[src/rtl/pattern_serial_tx_pkg.sv]
// Shared types for the serial pattern transmitter.
// The PARITY state exists only when PATTERN_SERIAL_TX_PARITY_EN is defined.
package pattern_tx_pkg;

  typedef enum logic [1:0] {
    ST_IDLE   = 2'd0,
    ST_SHIFT  = 2'd1,
`ifdef PATTERN_SERIAL_TX_PARITY_EN
    ST_PARITY = 2'd2,
`endif
    ST_GAP    = 2'd3
  } tx_state_t;

  // Width of a counter that must hold values 0..n, never narrower than one bit
  function automatic int cnt_width(input int n);
    return (n < 1) ? 1 : $clog2(n + 1);
  endfunction

endpackage

[src/rtl/pattern_serial_tx_if.sv]
// Load-side valid/ready handshake of the serial pattern transmitter.
interface pattern_serial_tx_if #(
  parameter int WIDTH = 8
);
  logic [WIDTH-1:0] load_data;
  logic             load_valid;
  logic             load_ready;

  modport master (output load_data, output load_valid, input load_ready);
  modport slave  (input load_data, input load_valid, output load_ready);
endinterface

[src/rtl/pattern_serial_tx.sv]
// Serial pattern transmitter: shifts a WIDTH-bit word out MSB-first, then idles GAP cycles.
// Define PATTERN_SERIAL_TX_PARITY_EN to append an even-parity bit to every frame.
module pattern_serial_tx
  import pattern_tx_pkg::*;
#(
  parameter int   WIDTH      = 8,
  parameter int   GAP        = 2,
  parameter logic IDLE_LEVEL = 1'b0
) (
  input  logic                clk,
  input  logic                reset,
  pattern_serial_tx_if.slave  load,
  output logic                out,
  output logic                out_valid,
  output logic                busy,
  output logic                done
);

  localparam int BW = cnt_width(WIDTH);
  localparam int GW = cnt_width(GAP);
  localparam logic [BW-1:0] BIT_LAST = BW'(WIDTH);
  localparam logic [BW-1:0] BIT_PEN  = BW'(WIDTH - 1);
  localparam logic [GW-1:0] GAP_LAST = GW'((GAP > 0) ? GAP - 1 : 0);

  tx_state_t        state;
  logic [WIDTH-1:0] shreg;
  logic [BW-1:0]    bit_cnt;
  logic [GW-1:0]    gap_cnt;
`ifdef PATTERN_SERIAL_TX_PARITY_EN
  logic             par_bit;
`endif

  assign load.load_ready = (state == ST_IDLE);
  assign busy            = (state != ST_IDLE);

  // shreg is pre-shifted at capture so its MSB is always the next bit to send
  always_ff @(posedge clk or negedge reset) begin
    if (!reset) begin
      state     <= ST_IDLE;
      shreg     <= '0;
      bit_cnt   <= '0;
      gap_cnt   <= '0;
      out       <= IDLE_LEVEL;
      out_valid <= 1'b0;
      done      <= 1'b0;
`ifdef PATTERN_SERIAL_TX_PARITY_EN
      par_bit   <= 1'b0;
`endif
    end else begin
      case (state)
        ST_IDLE: begin
          if (load.load_valid) begin
            state     <= ST_SHIFT;
            shreg     <= load.load_data << 1;
            out       <= load.load_data[WIDTH-1];
            out_valid <= 1'b1;
            done      <= 1'b0;
            bit_cnt   <= BW'(1);
`ifdef PATTERN_SERIAL_TX_PARITY_EN
            par_bit   <= ^load.load_data;
`endif
          end
        end

        ST_SHIFT: begin
          if (bit_cnt != BIT_LAST) begin
            out     <= shreg[WIDTH-1];
            shreg   <= shreg << 1;
            bit_cnt <= bit_cnt + BW'(1);
`ifdef PATTERN_SERIAL_TX_PARITY_EN
            done    <= 1'b0;
`else
            done    <= (bit_cnt == BIT_PEN);
`endif
          end else begin
            bit_cnt <= '0;
`ifdef PATTERN_SERIAL_TX_PARITY_EN
            state     <= ST_PARITY;
            out       <= par_bit;
            out_valid <= 1'b1;
            done      <= 1'b1;
`else
            state     <= (GAP > 0) ? ST_GAP : ST_IDLE;
            gap_cnt   <= '0;
            out       <= IDLE_LEVEL;
            out_valid <= 1'b0;
            done      <= 1'b0;
`endif
          end
        end

`ifdef PATTERN_SERIAL_TX_PARITY_EN
        ST_PARITY: begin
          state     <= (GAP > 0) ? ST_GAP : ST_IDLE;
          gap_cnt   <= '0;
          out       <= IDLE_LEVEL;
          out_valid <= 1'b0;
          done      <= 1'b0;
        end
`endif

        ST_GAP: begin
          if (gap_cnt == GAP_LAST) begin
            state   <= ST_IDLE;
            gap_cnt <= '0;
          end else begin
            gap_cnt <= gap_cnt + GW'(1);
          end
        end

        default: begin
          state     <= ST_IDLE;
          out       <= IDLE_LEVEL;
          out_valid <= 1'b0;
          done      <= 1'b0;
        end
      endcase
    end
  end

endmodule

[src/flat_wrapper.sv]
// flat-port wrapper written by rule: the top's interface ports become plain ports
module pattern_serial_tx_flat import pattern_tx_pkg::*;
#(
  parameter int   WIDTH      = 8,
  parameter int   GAP        = 2,
  parameter logic IDLE_LEVEL = 1'b0
)
  (clk, reset, out, out_valid, busy, done, load_load_data, load_load_valid, load_load_ready);
  pattern_serial_tx_if #(.WIDTH(WIDTH)) load_i ();
  input  logic clk;
  input  logic reset;
  output logic out;
  output logic out_valid;
  output logic busy;
  output logic done;
  input wire logic [$bits(load_i.load_data)-1:0] load_load_data;
  input wire logic [$bits(load_i.load_valid)-1:0] load_load_valid;
  output wire logic [$bits(load_i.load_ready)-1:0] load_load_ready;
  assign load_i.load_data = load_load_data;
  assign load_i.load_valid = load_load_valid;
  assign load_load_ready = load_i.load_ready;
  pattern_serial_tx #(.WIDTH(WIDTH), .GAP(GAP), .IDLE_LEVEL(IDLE_LEVEL)) u_core (.clk(clk), .reset(reset), .load(load_i), .out(out), .out_valid(out_valid), .busy(busy), .done(done));
endmodule
[config.mk]
export PLATFORM = sky130hd
export DESIGN_NAME = pattern_serial_tx_flat
export DESIGN_NICKNAME = d
export VERILOG_FILES = /design/src/rtl/pattern_serial_tx_pkg.sv /design/src/rtl/pattern_serial_tx_if.sv /design/src/rtl/pattern_serial_tx.sv /design/src/flat_wrapper.sv
export SDC_FILE = /design/constraint.sdc
export NUM_CORES = 1
export LEC_CHECK = 0
export ABC_AREA = 0
export CAP_MARGIN = 10
export CORE_MARGIN = 2
export CORE_UTILIZATION = 50
export CTS_BUF_LIST = sky130_fd_sc_hd__clkbuf_16
export DETAILED_ROUTE_END_ITERATION = 16
export PLACE_DENSITY_LB_ADDON = 0.15
export SETUP_SLACK_MARGIN = 0.02
export SYNTH_ARGS = -nofsm -noshare
export SYNTH_HDL_FRONTEND = slang
export SYNTH_SLANG_ARGS = --single-unit
export TNS_END_PERCENT = 20
[constraint.sdc]
create_clock -name clk -period 3.9 [get_ports clk]
set_clock_uncertainty 0.1 [all_clocks]
set_input_delay 0.39 -clock clk [delete_from_list [all_inputs] [get_ports clk]]
set_output_delay 0.39 -clock clk [all_outputs]
set_load 0.05 [all_outputs]
==> flow_results.org <==
** Finish
- In the final layout, the share of cells above drive strength 1 is 18.56%.
- Compared with the post-synthesis result, the final layout area differs by 22.78%.
- Most frequent cells in the layout :: 18 x dfrtp_1, 15 x clkdlybuf4s50_1, 12 x mux2_4
- For this run, the share of the core covered by cells in the final layout is 63.15%.
- In the final design database the tool counted 111 nets.
- Diode count :: 0
- Final Instance Count excl. Fillers :: 124
- Once layout is done, the placed cells without fillers occupy 1214 um2.
- Leaving out fill and tap cells, the most frequent cell in the layout is dfrtp_1.

** Power and ir drop
- After layout, the design draws a total of 1.102 mW.
- Power density over the cells :: 908.1 nW/um2
- Maximum ir drop on the vdd rail :: 0.0005389 V
- Leak Pwr :: 0.5645 nW

** Synthesis
- After synthesis, the share of flip-flops with an asynchronous set or reset is 100.0%.
- EDFF count, synth :: 0
- By area the synthesized netlist is led by dfrtp_1 46%, mux2_4 18%, buf_6 3.4%.
- Synthesized Nets :: 95
- The number of different library cells used by synthesis comes to 28.
- The biggest area contributor in the post-synthesis netlist is dfrtp_1.
- Area share of the largest cell type after synthesis :: 45.57%
- Number of flip-flops and latches in the synthesized netlist :: 18
- Dominant register cell in the synthesized netlist :: dfrtp_1
- Yosys printed 0 warnings.
- Avg Cell Area, Syn :: 12.05 um2
- Cell area after technology mapping :: 988.4 um2
- After technology mapping, the gate count stands at 82.
- Share of the yosys chip area belonging to registers :: 45.57%

** Timing
- Final Cycle Share :: 64.77%
- Setup violations remaining at the end of the flow were counted as 0.
- Upper clock frequency limit :: 395.8 MHz
- The smallest clock period supported by the final layout is computed as 2.526 ns.
- For the final routed database, the setup TNS stands at 0 ns.
- The hold violation total from the final report was 0.
- Final hold analysis gives a worst-case slack of 0.4114 ns.
- Setup repair after global routing missed its margin :: false
- Final WS setup :: 1.374 ns
- Headroom to the max-slew limit :: 45.74%
- The number of slew-limit violations in the final report came to 0.
- Transition time at the pin with the least slew margin :: 0.8114 ns

** Floorplanning
- Die Area :: 2348 um2
- Std-Cell Rows :: 16
- Measured along the y axis, the die boundary spans 48.46 um.
- Die width :: 48.46 um
- 16 I/O pins were placed.
- The initial utilization of the core area, before any placement, comes to 51.43%.
- The region available for standard cell placement spans 1922 um2.

** CTS
- In this run, CTS created clock tree buffers numbering 3.
- Hold repair after CTS inserted 0 buffers.
- The number of setup buffers added after CTS is 0.
- In this run, post-CTS repair resized a total of 0 instances.
- TritonCTS built the clock tree.
- The root buffer cell chosen for the clock tree is clkbuf_16.
- Latest clock arrival within the worst-skew pair :: 0.25 ns
- CTS Sinks :: 18
- CTS built an H-tree with a depth of 1.
- The clock passes through at most 2 buffers.
- After clock tree synthesis, the clock-pin slew on the worst setup and hold paths is 0.05 ns.

** Critical path
- Standard cell with the maximum stage delay on the critical path :: clkdlybuf4s50_1
- Kind of cell adding the most delay to the critical path :: buffers and inverters
- Data on the critical path is required at its endpoint by 3.41 ns.
- Critical Path, Cell by Cell :: nor2_1, inv_1, clkdlybuf4s50_1
- CP Launch Type :: flip-flop
- STA classifies the critical path endpoint as an output port.
- Kind of critical path :: flip-flop to output port
- On the worst path, the slowest cell contributes a delay of 0.80 ns.
- Worst path bufs/invs :: 2
- Worst-path fanout max :: 18
- Data arrives at the worst endpoint at 2.04 ns.

** Routing
- Count of antenna-violating nets left after detailed routing :: 0
- After detailed routing, the wire length on met1 is 901 um.
- After detailed routing, no signal wire sits above met4.
- The routed layout has 677 vias.
- Detailed-route DRC error count :: 0
- Total wire length :: 1809 um
- Number of iterations in the first detailed-routing pass :: 4
- Iteration-0 DRC Markers :: 7
- Met2 Wirelength :: 821 um
- Detailed routing placed a total of 69 um of wire on met3.
- Per-cell routed wire length :: 14.59 um
- After detailed routing, the number of vias per cell comes to 5.460.

** Placement
- Port Buf Inserts :: 15
- Cell total after placement :: 120
- After legalization and detailed placement, the total HPWL measured 1261 um.
- Routability Congestion :: 0.7324
- Setup slack at placement :: 1.655 ns
- Placement-stage cell area :: 1135 um2

** Global route
- For this run, the total global-route usage over all layers was measured as 17.85%.
- Wire length of the first global-routing pass :: 3291 um
- Grt ovf :: 0
- The number of antenna violations at the first check in global routing came to 0.
- Maximum number of pins on one net before global-route repair :: 19
- Vias in the first global route :: 682

** Worst hold path
- In this run the worst hold path is classified as flip-flop to flip-flop.

** Run status
- The run finished with clean final reports.

** Run
- Maximum capacitance violations :: 0
[cell type report]
type                            instances  area, um2
Fill cell                             150      708.2
Clock buffer                            3      75.07
Sequential cell                        18      450.4
Inverter                                7      26.28
Timing Repair Buffer                   15      150.1
Clock inverter                          1      3.754
Tap cell                               27      33.78
Multi-Input combinational cell         53      474.2
[cells in the mapped netlist (all sizes together) (2+ instances only)]
library cell and instances:
a21oi 4, a31oi 2, buf 3, dfrtp 18, ha 2, inv 7
mux2 12, mux2i 2, nand2 6, nand3 5, nor2b 2, o21ai 4
o31ai 2
[power by group]
part	internal [mW]	total, mW	leakage [nW]	switching, mW
registers	0.268	0.361	0.225	0.0935
clock network	0.136	0.204	0.0385	0.0675
logic	0.284	0.537	0.301	0.253
[path summary, 6_finish.rpt]
path / startpoint / end / slack [ns] / cells after the start
max in group asynchronous: reset / u_core.shreg[4] / 2.68 / 1
setup reg to reg: u_core.state[0] / u_core.shreg[3] / 1.87 / 3
hold / removal: u_core.shreg[2] / u_core.shreg[2] / 0.41 / 1
hold reg to reg: u_core.shreg[2] / u_core.shreg[2] / 0.41 / 1
setup / recovery: u_core.state[0] / busy / 1.37 / 3
min in group asynchronous: reset / u_core.bit_cnt[2] / 0.51 / 1
[state kept, by name, summed over array words and instances (netlist names)]
name              cells
u_core.out            1
u_core.out_valid      1
u_core.state          2
u_core.gap_cnt        2
u_core.done           1
u_core.bit_cnt        4
u_core.shreg          7
[metal layers]
layer  track usage, %  up-vias
met5                0        -
met4            4.286        0
met3            4.012        2
met2            28.01       17
met1            25.35      331
li1                 -      327
[cell families after synthesis]
| kind of cell | after synthesis | share of synthesized area (%) |
|---|---|---|
| AOI/OAI and AO/OA | 19 | 14.81 |
| and+or+nand+nor | 18 | 10.38 |
| DFF | 18 | 45.57 |
| muxes | 14 | 20.25 |
| buffers and inverters | 11 | 6.456 |
| adders and majority gates | 2 | 2.531 |
(Power assumes the default switching activity.)
